===== src/rtl/evg_pkg.sv =====
// ---------------------------------------------------------------------------
// evg_pkg
// Shared constants for the event generator (EVG) transmit path.
//   EVENTCODE_WIDTH_DEFAULT : default event-code width
//   EVCODE_IDLE             : event code meaning "nothing to send"
//   SRC_*                   : fixed source-index assignment of the request
//                             arbiter inputs (index 0 has strict priority)
// ---------------------------------------------------------------------------
package evg_pkg;

    localparam int          EVENTCODE_WIDTH_DEFAULT = 8;
    localparam int unsigned EVCODE_IDLE             = 0;

    localparam int unsigned SRC_SEQUENCER = 0;
    localparam int unsigned SRC_HWTRIG    = 1;
    localparam int unsigned SRC_SOFTWARE  = 2;
    localparam int unsigned SRC_HEARTBEAT = 3;

endpackage : evg_pkg


===== src/rtl/evg_rr_arbiter.sv =====
// ---------------------------------------------------------------------------
// evg_rr_arbiter
// Combinational one-hot round-robin arbiter. The search starts at index `ptr`
// and wraps from N-1 to 0; the first requesting index wins.
// Ports:
//   req   in  N      request vector
//   ptr   in  PTR_W  index searched first
//   grant out N      one-hot grant (all zero when nothing requests)
//   any   out 1      at least one request granted
// ---------------------------------------------------------------------------
module evg_rr_arbiter #(
    parameter  int N     = 4,
    localparam int PTR_W = $clog2(N)
) (
    input  logic [N-1:0]     req,
    input  logic [PTR_W-1:0] ptr,
    output logic [N-1:0]     grant,
    output logic             any
);

    int unsigned idx;

    // NOTE: every signal written in this always_comb gets a default first,
    // so no path leaves it unassigned and no latch is inferred.
    always_comb begin
        grant = '0;
        any   = 1'b0;
        idx   = 0;
        for (int i = 0; i < N; i++) begin
            idx = int'(ptr) + i;
            if (idx >= N) idx = idx - N;
            if (!any && idx < N && req[idx]) begin
                grant[idx] = 1'b1;
                any        = 1'b1;
            end
        end
    end

endmodule : evg_rr_arbiter


===== src/rtl/evg_event_request_arbiter.sv =====
// ---------------------------------------------------------------------------
// evg_event_request_arbiter
// Merges AXI-stream event requests into the single event-code slot of the
// EVG transmitter. Source 0 has strict priority; sources 1..N-1 share the
// remaining slots round-robin. Requests carrying the idle code are accepted
// (flushed) at any time without producing output.
// Ports:
//   evgTxClk         in  1                  transmit clock
//   evgTxReset       in  1                  synchronous active-high reset
//   evgTxSlotStrobe  in  1                  this cycle is a fillable slot
//   reqTDATA         in  N*EVENTCODE_WIDTH  per-source event codes
//   reqTVALID        in  N                  per-source request valid
//   reqTREADY        out N                  per-source accept (combinational)
//   evgTxEventCode   out EVENTCODE_WIDTH    granted code, 0 when idle
//   evgTxEventValid  out 1                  evgTxEventCode holds a grant
//   grantIndex       out clog2(N)           source granted on the last slot
//   clearStats       in  1                  clears deferCount
//   deferCount       out DEFER_COUNT_WIDTH  slots that left a request waiting
// ---------------------------------------------------------------------------
module evg_event_request_arbiter
    import evg_pkg::*;
#(
    parameter  int SOURCE_COUNT      = 4,
    parameter  int EVENTCODE_WIDTH   = EVENTCODE_WIDTH_DEFAULT,
    parameter  int DEFER_COUNT_WIDTH = 16,
    localparam int INDEX_WIDTH       = $clog2(SOURCE_COUNT)
) (
    input  logic                                    evgTxClk,
    input  logic                                    evgTxReset,
    input  logic                                    evgTxSlotStrobe,
    input  logic [SOURCE_COUNT*EVENTCODE_WIDTH-1:0] reqTDATA,
    input  logic [SOURCE_COUNT-1:0]                 reqTVALID,
    output logic [SOURCE_COUNT-1:0]                 reqTREADY,
    output logic [EVENTCODE_WIDTH-1:0]              evgTxEventCode,
    output logic                                    evgTxEventValid,
    output logic [INDEX_WIDTH-1:0]                  grantIndex,
    input  logic                                    clearStats,
    output logic [DEFER_COUNT_WIDTH-1:0]            deferCount
);

    localparam logic [EVENTCODE_WIDTH-1:0]   IDLE_CODE = EVENTCODE_WIDTH'(EVCODE_IDLE);
    localparam logic [INDEX_WIDTH-1:0]       PRIO_IDX  = INDEX_WIDTH'(SRC_SEQUENCER);
    localparam logic [INDEX_WIDTH-1:0]       FIRST_RR  = INDEX_WIDTH'(1);
    localparam logic [INDEX_WIDTH-1:0]       LAST_RR   = INDEX_WIDTH'(SOURCE_COUNT - 1);
    localparam logic [DEFER_COUNT_WIDTH-1:0] DEFER_MAX = '1;

    logic [EVENTCODE_WIDTH-1:0] codes [SOURCE_COUNT];
    logic [SOURCE_COUNT-1:0]    eligible;
    logic [SOURCE_COUNT-1:0]    flush;
    logic [SOURCE_COUNT-1:0]    rr_req;
    logic [SOURCE_COUNT-1:0]    rr_grant;
    logic                       rr_any;
    logic [SOURCE_COUNT-1:0]    grant;
    logic                       granted;
    logic [INDEX_WIDTH-1:0]     grant_idx;
    logic [EVENTCODE_WIDTH-1:0] grant_code;
    logic                       defer_event;
    logic [INDEX_WIDTH-1:0]     rr_ptr;

    always_comb begin
        for (int s = 0; s < SOURCE_COUNT; s++) begin
            codes[s]    = reqTDATA[s*EVENTCODE_WIDTH +: EVENTCODE_WIDTH];
            eligible[s] = reqTVALID[s] && (codes[s] != IDLE_CODE);
            flush[s]    = reqTVALID[s] && (codes[s] == IDLE_CODE);
        end
        // The priority source never takes part in the round-robin.
        rr_req           = eligible;
        rr_req[PRIO_IDX] = 1'b0;
    end

    evg_rr_arbiter #(
        .N (SOURCE_COUNT)
    ) u_rr_arbiter (
        .req   (rr_req),
        .ptr   (rr_ptr),
        .grant (rr_grant),
        .any   (rr_any)
    );

    always_comb begin
        grant = '0;
        if (evgTxSlotStrobe) begin
            if (eligible[PRIO_IDX]) grant[PRIO_IDX] = 1'b1;
            else                    grant           = rr_grant;
        end
        granted    = evgTxSlotStrobe && (eligible[PRIO_IDX] || rr_any);
        grant_idx  = '0;
        grant_code = IDLE_CODE;
        for (int s = 0; s < SOURCE_COUNT; s++) begin
            if (grant[s]) begin
                grant_idx  = INDEX_WIDTH'(s);
                grant_code = codes[s];
            end
        end
        defer_event = evgTxSlotStrobe && |(eligible & ~grant);
        // No transfer may complete in a reset cycle.
        reqTREADY   = evgTxReset ? '0 : (flush | grant);
    end

    // NOTE: sequential state uses non-blocking assignments only, so every
    // register samples the pre-edge values regardless of statement order.
    always_ff @(posedge evgTxClk) begin
        if (evgTxReset) begin
            evgTxEventCode  <= IDLE_CODE;
            evgTxEventValid <= 1'b0;
            grantIndex      <= '0;
            deferCount      <= '0;
            rr_ptr          <= FIRST_RR;
        end else begin
            evgTxEventValid <= granted;
            evgTxEventCode  <= granted ? grant_code : IDLE_CODE;
            if (granted) grantIndex <= grant_idx;

            // A priority grant leaves the round-robin position untouched.
            if (granted && grant_idx != PRIO_IDX)
                rr_ptr <= (grant_idx == LAST_RR) ? FIRST_RR : grant_idx + FIRST_RR;

            if (clearStats)
                deferCount <= '0;
            else if (defer_event && deferCount != DEFER_MAX)
                deferCount <= deferCount + 1'b1;
        end
    end

endmodule : evg_event_request_arbiter


===== config.mk =====
export PLATFORM = sky130hd
export DESIGN_NAME = evg_event_request_arbiter
export DESIGN_NICKNAME = d
export VERILOG_FILES = /design/src/rtl/evg_pkg.sv /design/src/rtl/evg_rr_arbiter.sv /design/src/rtl/evg_event_request_arbiter.sv
export SDC_FILE = /design/constraint.sdc
export NUM_CORES = 1
export LEC_CHECK = 0
export ABC_AREA = 1
export CORE_MARGIN = 2
export CORE_UTILIZATION = 40
export CTS_CLUSTER_DIAMETER = 120
export CTS_CLUSTER_SIZE = 12
export DETAILED_ROUTE_END_ITERATION = 6
export PLACE_DENSITY = 0.8
export SYNTH_ARGS = -nofsm -noshare
export SYNTH_HDL_FRONTEND = slang
export SYNTH_HIERARCHICAL = 1
export SYNTH_SLANG_ARGS = --single-unit

===== constraint.sdc =====
create_clock -name evgTxClk -period 7.9 [get_ports evgTxClk]
set_clock_uncertainty 0.15 [all_clocks]
set_input_delay 1.185 -clock evgTxClk [delete_from_list [all_inputs] [get_ports evgTxClk]]
set_output_delay 1.185 -clock evgTxClk [all_outputs]
set_load 0.1 [all_outputs]

==> results.md, run 1 <==
- Status: completed
- Slew Viols, Final: 0
- Crit path required time: 6570 ps
- CTS Buffer Depth: 2
- Met3 Track Usage GR: 5.33%
- Compound-cell area share of the yosys netlist: 9.41%
- Synth Cell Area: 2460 sq um
- H-tree depth: 2
- Most frequent cells in the layout: nand2_1 (88), nor2_1 (75), clkdlybuf4s50_1 (70)
- Clock sink count: 29
- Critical Path Sink Type: primary output
- Worst-Skew Late Latency: 280 ps
- Post-CTS setup buffer count: 0
- Adder-cell share of the synthesized area: 5.60%
- TritonCTS buffer count: 5
- Worst min-delay path category: register to register
- Remaining Overflow, GRT: 0
- Initial Util: 41.5%
- Die width: 82.4 um
- Slew headroom: 29.1%
- Synthesized flop and latch total: 29
- Fin crit period: 6000 ps
- Synth area leader: dfxtp_1
- PortBufs: 70
- Fin. Hold Viols: 0
- Die Ht: 82.4 um
- Final-layout fill cell count: 594
- # resized after CTS: 0
- Cell class contributing the biggest share of worst-path delay: buffers and inverters
- WP buf/inv: 4
- First-pass iteration count of the detailed router: 5
- Grt met1 use: 23.9%
- Initial antenna violation count: 0
- Synth cell types: 29
- CP max FO: 10
- Avg Cell Area, Syn: 6.21 sq um
- Worst vdd ir: 0.140 mV
- RSZ-0062 raised after global routing: false
- Clock slew at reported path FFs: 70 ps
- Cells after synthesis: 396
- Vias/cell: 4.92
- Least-Margin Pin Slew: 1060 ps
- Antenna fix cells: 0
- Vias: 2684
- Core footprint: 5920 sq um
- Hold buffers post-CTS: 0
- Seq/Total Area, Yosys: 23.6%
- Initial DRC Count: 130
- YS warnings: 6
- Post-Route WL: 6290 um
- Ports: 71
- GPL Wtd Cong: 0.901
- Multiplexer share of the synthesized area: 0%
- Largest net degree at the start of global routing: 26
- Kind of critical path: input pin to primary output
- Post-DRT Antenna Nets: 0
- Largest family of logic cells by synthesized area: simple AND/OR/NAND/NOR gates
- Vias in the first global route: 2346
- Crit path launch type: input pin
- Commonest non-fill, non-tap cell in the layout: nand2_1
- First-pass GRT wire length: 10200 um
- Setup Viol. Count Final: 0
- DRC violations left: 0
- CP max-delay cell: clkdlybuf4s50_1
- Crit path cell chain: clkdlybuf4s50_1, nor2_1, nand2_1, o21ai_0, inv_1, nand2_2, nand3_4, nand2_4, nand3_2, nor2_1, nor2_1, nand2_1, nand2_1, inv_2, nand2_2, a21oi_1, clkdlybuf4s50_1
- Static Leak: 1.46 nW
- Met2 Track Usage GR: 33.5%
- Power Density: 203 nW/um^2
- Site row count: 28
- Routed WL per cell: 11.5 um
- Part of the cycle the worst path needs: 75.9%
- Post-Synth XOR/XNOR Area: 1.42%
- Max incr delay on CP: 1160 ps
- Top cell type's share of synthesized area: 23.6%
- Synth area leaders: dfxtp_1 (24%), nand2_1 (13%), nor2_1 (11%)
- Root Buffer: clkbuf_8
- Synth Area in Simple Gates: 49.0%
- Busiest grt layer: met2
- Max Fclk: 0.167 GHz
- Tot GR Track Use: 19.3%
- Detailed-placement wirelength estimate: 4970 um
- Max Cap Viol: 0
- Area growth syn-to-layout: 33.8%
- Worst path arrival time: 4660 ps
- Pwr Total: 0.668 mW
- Ratio of cells with drive above 1 in the final layout: 10.0%
- Fin nets: 520
- Fin Setup TNS: 0 ps
- Die footprint: 6790 sq um
- CTS tree: done
## per-stage QoR
stage | util (%) | area, sq um | setup slack, ps | hold slack, ps | std cells
finish | 55.6 | 3290 | 1900 | 396 | 545
global route | 55.6 | 3290 | 1650 | 419 | 545
CTS | 55.6 | 3290 | 1930 | 401 | 545
detailed placement | 54.2 | 3210 | 1930 | 390 | 537
global placement | 54.2 | 3210 | 1930 | 373 | 537
floorplan | - | 2470 | 2470 | 488 | 398
## state kept, by name (all words and copies together) (netlist names)
name and cells:
evgTxEventCode 8, rr_ptr 2, evgTxEventValid 1, grantIndex 2, deferCount 16
## final timing paths
| path | from | slack (ps) | endpoint | depth (start not counted) |
|---|---|---|---|---|
| max | reqTDATA[18] | 1900 | reqTREADY[2] | 17 |
| min | deferCount[8] | 400 | deferCount[8] | 2 |
| max reg2reg | rr_ptr[0] | 4430 | rr_ptr[0] | 21 |
| min reg2reg | deferCount[8] | 400 | deferCount[8] | 2 |
## worst register-to-register path: cells and delay by family, from the launching register on
family          cells  cell delay [ps]
simple gates       11             1160
buf+inv             6              690
flops               1              600
fa+ha+maj           2              570
compound gates      2              190
## area by class of cell
cell class / count / area, sq um / area share, %
Clock buffer: 6 / 72.6 / 2.21
Clock inverter: 2 / 10.0 / 0.304
Inverter: 57 / 214 / 6.50
Multi-Input combinational cell: 306 / 1620 / 49.2
Sequential cell: 29 / 581 / 17.6
Tap cell: 75 / 93.8 / 2.85
Timing Repair Buffer: 70 / 701 / 21.3
## cell families after synthesis
group                    count (synthesis)
AO/OA/AOI/OAI                           42
XOR/XNOR                                 4
adder cells (fa/ha/maj)                 11
buffers and inverters                   63
flip-flops                              29
other                                    1
AND/OR/NAND/NOR                        246
## cell usage after synthesis
library cell and instances:
nand2_1 88, nor2_1 75, inv_1 52, nand3_1 45, dfxtp_1 29, a21oi_1 26, ha_1 11, o21ai_0 10
nand2_2 9, nand3_2 8, nand2_4 6, inv_2 5, buf_6 4, xor2_1 4, nand3_4 3, nand4_1 3
o21ai_1 3, clkbuf_1 2, nor2_2 2, nor2_4 2, a21oi_2 1, a31oi_1 1, conb_1 1, nand3b_1 1
nand3b_2 1, nor2_8 1, nor3_1 1, nor4_2 1, o31ai_4 1
## where the power goes
part | internal [mW] | leakage (nW) | total, mW | switching, mW
combinational | 0.117 | 1.18 | 0.377 | 0.260
sequential | 0.158 | 0.236 | 0.173 | 0.0150
clock | 0.0609 | 0.0450 | 0.118 | 0.0572
total | 0.336 | 1.46 | 0.668 | 0.332
## metal layers
metal	share of wire [%]	routed length [um]
met1	44	2760
met2	47	2990
met3	7.8	490
met4	0.84	53
met5	0	0
No activity file was read; power rests on OpenSTA's default activity.
==> inputs of run 2 (changes only) <==
--- a/config.mk
+++ b/config.mk
@@ -11,7 +11,7 @@
 export CTS_CLUSTER_DIAMETER = 120
 export CTS_CLUSTER_SIZE = 12
 export DETAILED_ROUTE_END_ITERATION = 6
-export PLACE_DENSITY = 0.8
+export PLACE_DENSITY = 0.83
 export SYNTH_ARGS = -nofsm -noshare
 export SYNTH_HDL_FRONTEND = slang
 export SYNTH_HIERARCHICAL = 1
==> constraint.sdc (replaced) <==
create_clock -name evgTxClk -period 4.85 [get_ports evgTxClk]
set_clock_uncertainty 0.15 [all_clocks]
set_input_delay 0.7275 -clock evgTxClk [delete_from_list [all_inputs] [get_ports evgTxClk]]
set_output_delay 0.7275 -clock evgTxClk [all_outputs]
set_load 0.1 [all_outputs]
==> run 2 against run 1 <==
Compared with the run above:
- critical path depth unchanged
- wire length increased by 2.1%
- register-to-register slack got worse by 3100 ps
- combinational power increased by 65%
- die area unchanged
- core utilization increased by 0.82 points
- sequential share of layout area decreased by 0.26 points
- design area increased by 1.5%
- via count increased by 0.97%
- global-route usage increased by 0.98 points
- sequential power increased by 63%
- critical endpoint is now reqTREADY[0]
- largest power group unchanged
- highest routed layer unchanged
==> results.md, run 2 (synthesis gave the netlist of run 1 again) <==
- Status: completed (unchanged)
- Largest registers: deferCount x16, evgTxEventCode x8 (unchanged)
- Worst path arrival time: 3350 ps (was 4660 ps)
- Inst Count DP: 537 (unchanged)
- RSZ-0062 raised after global routing: false (unchanged)
- Root Buffer: clkbuf_8 (unchanged)
- Register area: 581 sq um (unchanged)
- Least-Margin Pin Slew: 1050 ps (was 1060 ps)
- WP buf/inv: 4 (unchanged)
- Fin crit period: 4220 ps
- Worst-Skew Late Latency: 280 ps (about the same)
- Max incr delay on CP: 450 ps (was 1160 ps)
- Worst vdd ir: 0.197 mV (was 0.140 mV)
- # resized after CTS: 0 (unchanged)
- Area growth syn-to-layout: 35.8% (was 33.8%)
- Largest net degree at the start of global routing: 26 (unchanged)
- Crit path cell chain: clkdlybuf4s50_1, nor2_1, nand2_1, o21ai_0, inv_1, nand2_2, nand3_4, nand2_4, nand3_2, nor2_1, nor2_1, nand2_1, inv_1, a21oi_2, a31oi_1, nor2_1, buf_12 (was clkdlybuf4s50_1, nor2_1, nand2_1, o21ai_0, inv_1, nand2_2, nand3_4, nand2_4, nand3_2, nor2_1, nor2_1, nand2_1, nand2_1, inv_2, nand2_2, a21oi_1, clkdlybuf4s50_1)
- Post-DRT Antenna Nets: 0 (unchanged)
- Max Fclk: 0.237 GHz
- Final worst slack: 625 ps (was 1900 ps)
- H-tree depth: 2 (unchanged)
- Vias/cell: 4.97 (was 4.92)
- Remaining Overflow, GRT: 0 (unchanged)
- Vias: 2710 (was 2684)
- Die footprint: 6790 sq um (unchanged)
- Crit path launch type: input pin (unchanged)
- RR Startpoint: rr_ptr[0] (unchanged)
- Hold buffers post-CTS: 0 (unchanged)
- Slew Viols, Final: 0 (unchanged)
- Setup Viol. Count Final: 0 (unchanged)
- Part of the cycle the worst path needs: 87.1%
- Ratio of cells with drive above 1 in the final layout: 10.9% (was 10.0%)
- Worst path most repeated cell: nor2_1
- Fin Setup TNS: 0 ps (unchanged)
- CP max FO: 9 (was 10)
- Fin nets: 520 (unchanged)
- Power Density: 348 nW/um^2 (was 203 nW/um^2)
- CTS Buffer Depth: 2 (unchanged)
- First-pass GRT wire length: 10800 um (was 10200 um)
- GPL Wtd Cong: 0.893 (was 0.901)
- First-pass iteration count of the detailed router: 4 (was 5)
- Die Ht: 82.4 um (unchanged)
- TritonCTS buffer count: 5 (unchanged)
- Routed WL per cell: 11.8 um (was 11.5 um)
- Initial Util: 41.5% (unchanged)
- Min Hold Slack: 396 ps (about the same)
- Initial DRC Count: 154 (was 130)
- Worst Setup SP: reqTDATA[18] (unchanged)
- Max FFs per register: 16 (unchanged)
- Detailed-placement wirelength estimate: 5050 um (was 4970 um)
- Clock sink count: 29 (unchanged)
- Static Leak: 1.48 nW (was 1.46 nW)
- CP endpoint: reqTREADY[0] (was reqTREADY[2])
- Initial antenna violation count: 0 (unchanged)
- Final non-filler cell total: 545 (unchanged)
- Worst min-delay path category: register to register (unchanged)
- Ports: 71 (unchanged)
- DRC violations left: 0 (unchanged)
- Core footprint: 5920 sq um (unchanged)
- Slew headroom: 29.8% (was 29.1%)
- Final-layout fill cell count: 568 (was 594)
- Max Cap Viol: 0 (unchanged)
- Post-place setup slack: 659 ps (was 1930 ps)
- Reg2reg end: rr_ptr[0] (unchanged)
- Kind of critical path: input pin to primary output (unchanged)
- Area of the multi-input gates: 1620 sq um (unchanged)
- Fin. Hold Viols: 0 (unchanged)
- Crit path required time: 3970 ps (was 6570 ps)
- CTS tree: done (unchanged)
- PortBufs: 70 (unchanged)
- Crit. path cell count: 17 (unchanged)
- Tot GR Track Use: 20.3% (was 19.3%)
- Commonest non-fill, non-tap cell in the layout: nand2_1 (unchanged)
- R2R depth: 21 (unchanged)
- Vias in the first global route: 2439 (was 2346)
- Critical Path Sink Type: primary output (unchanged)
- Clock slew at reported path FFs: 60 ps (was 70 ps)
- Site row count: 28 (unchanged)
- Post-CTS setup buffer count: 0 (unchanged)
- Largest reg by FF count: deferCount (unchanged)
- Internal reg-to-reg setup slack: 1360 ps (was 4430 ps)
- Die width: 82.4 um (unchanged)
- CP max-delay cell: clkdlybuf4s50_1 (unchanged)
- Cell class contributing the biggest share of worst-path delay: simple AND/OR/NAND/NOR gates (was buffers and inverters)
- Most frequent cells in the layout: nand2_1 (88), nor2_1 (75), clkdlybuf4s50_1 (66) (was nand2_1 (88), nor2_1 (75), clkdlybuf4s50_1 (70))
- Post-Route WL: 6420 um (was 6290 um)
- Antenna fix cells: 0 (unchanged)
==> run 2: changes by cell type in the layout (fill, tap and decap cells not counted), sizes merged <==
cell,previous run,this run
buf,0,4
clkdlybuf4s50,70,66
clkinv,2,0
bufinv,0,1
clkbuf,6,7
==> run 2: worst min path at each step <==
stage	startpoint	end	cells after the start
floorplan	rr_ptr[1]	rr_ptr[1]	2
finish	deferCount[1]	deferCount[1]	2
CTS	deferCount[8]	deferCount[8]	2
global placement	deferCount[8]	deferCount[8]	2
global route	deferCount[1]	deferCount[1]	2
detailed placement	deferCount[8]	deferCount[8]	2
==> run 2: power breakdown <==
group	internal, mW	total (mW)	leakage (nW)	switching, mW
clock network	0.167	0.260	0.0585	0.0928
registers	0.257	0.282	0.236	0.0246
logic	0.193	0.621	1.19	0.427
==> run 2: worst reg2reg max path, delay by kind of cell, from the launching register on <==
family	cells	cell delay, ps
AO/OA/AOI/OAI	2	190
adder cells (fa/ha/maj)	2	570
buffers and inverters	6	690
flip-flops	1	590
AND/OR/NAND/NOR	11	1200
==> run 2: through the flow <==
| stage | utilization [%] | power (mW) | instance area, sq um |
|---|---|---|---|
| 3_5_place_dp | 54.4 | 0.903 | 3220 |
| 5_1_grt | 56.4 | 1.24 | 3340 |
| 4_1_cts | 56.4 | 1.17 | 3340 |
| 6_report | 56.4 | 1.16 | 3340 |
| 3_3_place_gp | 54.4 | 0.888 | 3220 |
| 2_1_floorplan | - | 0.757 | 2470 |
==> run 2: per-layer routing <==
metal,track usage (%),up-vias,part of all wire [%]
met5,0,-,0
met4,5.67,0,1.3
met3,4.57,9,7.1
met2,35.5,92,48
met1,24.9,1216,44
li1,-,1393,-
==> run 2: layout make-up <==
type                       instances  area share, %
tap                               75           2.81
multi-input combinational        306           48.5
inverter                          57           6.41
clock inverter                     1          0.899
sequential                        29           17.4
clock buffer                       7           2.59
timing repair buffer              70           21.4
==> inputs of run 3 (changes only) <==
--- a/config.mk
+++ b/config.mk
@@ -12,6 +12,7 @@
 export CTS_CLUSTER_SIZE = 12
 export DETAILED_ROUTE_END_ITERATION = 6
 export PLACE_DENSITY = 0.83
+export SLEW_MARGIN = 25
 export SYNTH_ARGS = -nofsm -noshare
 export SYNTH_HDL_FRONTEND = slang
 export SYNTH_HIERARCHICAL = 1
==> run 3 against run 2 <==
Compared with the run above:
- wire length stayed put
- power hardly changed
- design area hardly changed
- critical path depth stayed put
- via count stayed put
- first-iteration DRC count stayed put
- register-to-register slack hardly changed
- fmax hardly changed
- sequential cell count stayed put
- hold slack stayed put
- combinational power hardly changed
- critical endpoint unchanged
- largest power group unchanged
- highest routed layer unchanged
==> results.md, run 3 (synthesis gave the netlist of run 1 again) <==
- Status: completed (unchanged)
- Die Ht: 82.4 um (unchanged)
- Ports: 71 (unchanged)
- RSZ-0062 raised after global routing: false (unchanged)
- Routed WL per cell: 11.8 um (unchanged)
- Worst path arrival time: 3350 ps (about the same)
- DRC violations left: 0 (unchanged)
- Fin Setup TNS: 0 ps (unchanged)
- Antenna fix cells: 0 (unchanged)
- Worst vdd ir: 0.197 mV (about the same)
- Setup Viol. Count Final: 0 (unchanged)
- Ratio of cells with drive above 1 in the final layout: 11.1% (was 10.9%)
- Core footprint: 5920 sq um (unchanged)
- Slew headroom: 35.3% (was 29.8%)
- Post-DRT Antenna Nets: 0 (unchanged)
- Fin. Hold Viols: 0 (unchanged)
- Post-place setup slack: 659 ps (unchanged)
- Worst-Skew Late Latency: 280 ps (about the same)
- Most frequent cells in the layout: nand2_1 (88), nor2_1 (74), clkdlybuf4s50_1 (66) (was nand2_1 (88), nor2_1 (75), clkdlybuf4s50_1 (66))
- CTS tree: done (unchanged)
- Crit path launch type: input pin (unchanged)
- PortBufs: 70 (unchanged)
- Largest registers: deferCount x16, evgTxEventCode x8 (unchanged)
- Largest reg by FF count: deferCount (unchanged)
- Slew Viols, Final: 0 (unchanged)
- H-tree depth: 2 (unchanged)
- TritonCTS buffer count: 5 (unchanged)
- Area growth syn-to-layout: 35.9% (was 35.8%)
- Least-Margin Pin Slew: 967 ps (was 1050 ps)
- Critical Path Sink Type: primary output (unchanged)
- Initial antenna violation count: 0 (unchanged)
- CTS Buffer Depth: 2 (unchanged)
- Inst Count DP: 537 (unchanged)
- Remaining Overflow, GRT: 0 (unchanged)
- Fin crit period: 4220 ps (about the same)
- # resized after CTS: 0 (unchanged)
- CP max FO: 9 (unchanged)
- Power Density: 348 nW/um^2 (about the same)
- Die width: 82.4 um (unchanged)
- Max Fclk: 0.237 GHz (about the same)
- Worst min-delay path category: register to register (unchanged)
- Post-Route WL: 6420 um (unchanged)
- Vias in the first global route: 2439 (unchanged)
- Final non-filler cell total: 545 (unchanged)
- Clock slew at reported path FFs: 60 ps (about the same)
- Post-CTS setup buffer count: 0 (unchanged)
- Min Hold Slack: 396 ps (unchanged)
- Vias: 2710 (unchanged)
- Part of the cycle the worst path needs: 87.1% (about the same)
- Hold buffers post-CTS: 0 (unchanged)
- Root Buffer: clkbuf_8 (unchanged)
- Final worst slack: 625 ps (about the same)
- Fin nets: 520 (unchanged)
- Clock sink count: 29 (unchanged)
- Commonest non-fill, non-tap cell in the layout: nand2_1 (unchanged)
- Fin util: 56.4% (about the same)
- Largest net degree at the start of global routing: 26 (unchanged)
- Initial DRC Count: 154 (unchanged)
- Max Cap Viol: 0 (unchanged)
- Die footprint: 6790 sq um (unchanged)
- Crit path required time: 3970 ps (about the same)
- Static Leak: 1.48 nW (about the same)
- Tot GR Track Use: 20.3% (unchanged)
- Kind of critical path: input pin to primary output (unchanged)
- Site row count: 28 (unchanged)
- Max FFs per register: 16 (unchanged)
- Detailed-placement wirelength estimate: 5050 um (unchanged)
- Vias/cell: 4.97 (unchanged)
- GPL Wtd Cong: 0.893 (unchanged)
- Initial Util: 41.5% (unchanged)
- First-pass GRT wire length: 10800 um (unchanged)
- First-pass iteration count of the detailed router: 5 (was 4)
[run 3: cell counts in the layout (fill, tap and decap cells not counted)]
No cell type changed its count.
[run 3: cell type report]
type / count / area, sq um
fill: 569 / 2580
multi-input combinational: 306 / 1620
timing repair buffer: 70 / 716
sequential: 29 / 581
inverter: 57 / 214
tap: 75 / 93.8
clock buffer: 7 / 86.3
clock inverter: 1 / 30.0
[run 3: per-layer routing]
layer / track usage, % / part of all wire [%] / wire, um
met5: 0 / 0 / 0
met2: 35.5 / 47 / 3050
met1: 24.9 / 44 / 2830
met3: 4.57 / 7.1 / 459
met4: 5.67 / 1.3 / 84
[run 3: per-stage QoR]
stage	area (sq um)	power [mW]
floorplan	2470	0.757
detailed placement	3220	0.903
global placement	3220	0.888
global route	3340	1.24
CTS	3340	1.17
finish	3340	1.16
[run 3: power by group]
group | internal, mW | switching [mW] | leakage, nW
Sequential | 0.257 | 0.0245 | 0.236
Combinational | 0.193 | 0.428 | 1.19
Clock | 0.167 | 0.0928 | 0.0585
[run 3: path summary, 6_finish.rpt]
kind / start / to / cells after the start / slack (ps)
worst max-delay path: reqTDATA[18] / reqTREADY[0] / 17 / 630
worst min-delay path: deferCount[1] / deferCount[1] / 2 / 400
worst min register to register: deferCount[1] / deferCount[1] / 2 / 400
worst max register to register: rr_ptr[0] / rr_ptr[0] / 21 / 1360
[run 3: worst max-delay path, stage by stage]
cell	delay, ps
clkdlybuf4s50_1	450
nor2_1	130
nand2_1	80
o21ai_0	240
inv_1	120
nand2_2	100
nand3_4	110
nand2_4	150
nand3_2	120
nor2_1	130
nor2_1	60
nand2_1	50
inv_1	50
a21oi_2	320
a31oi_1	70
nor2_1	230
buf_12	210
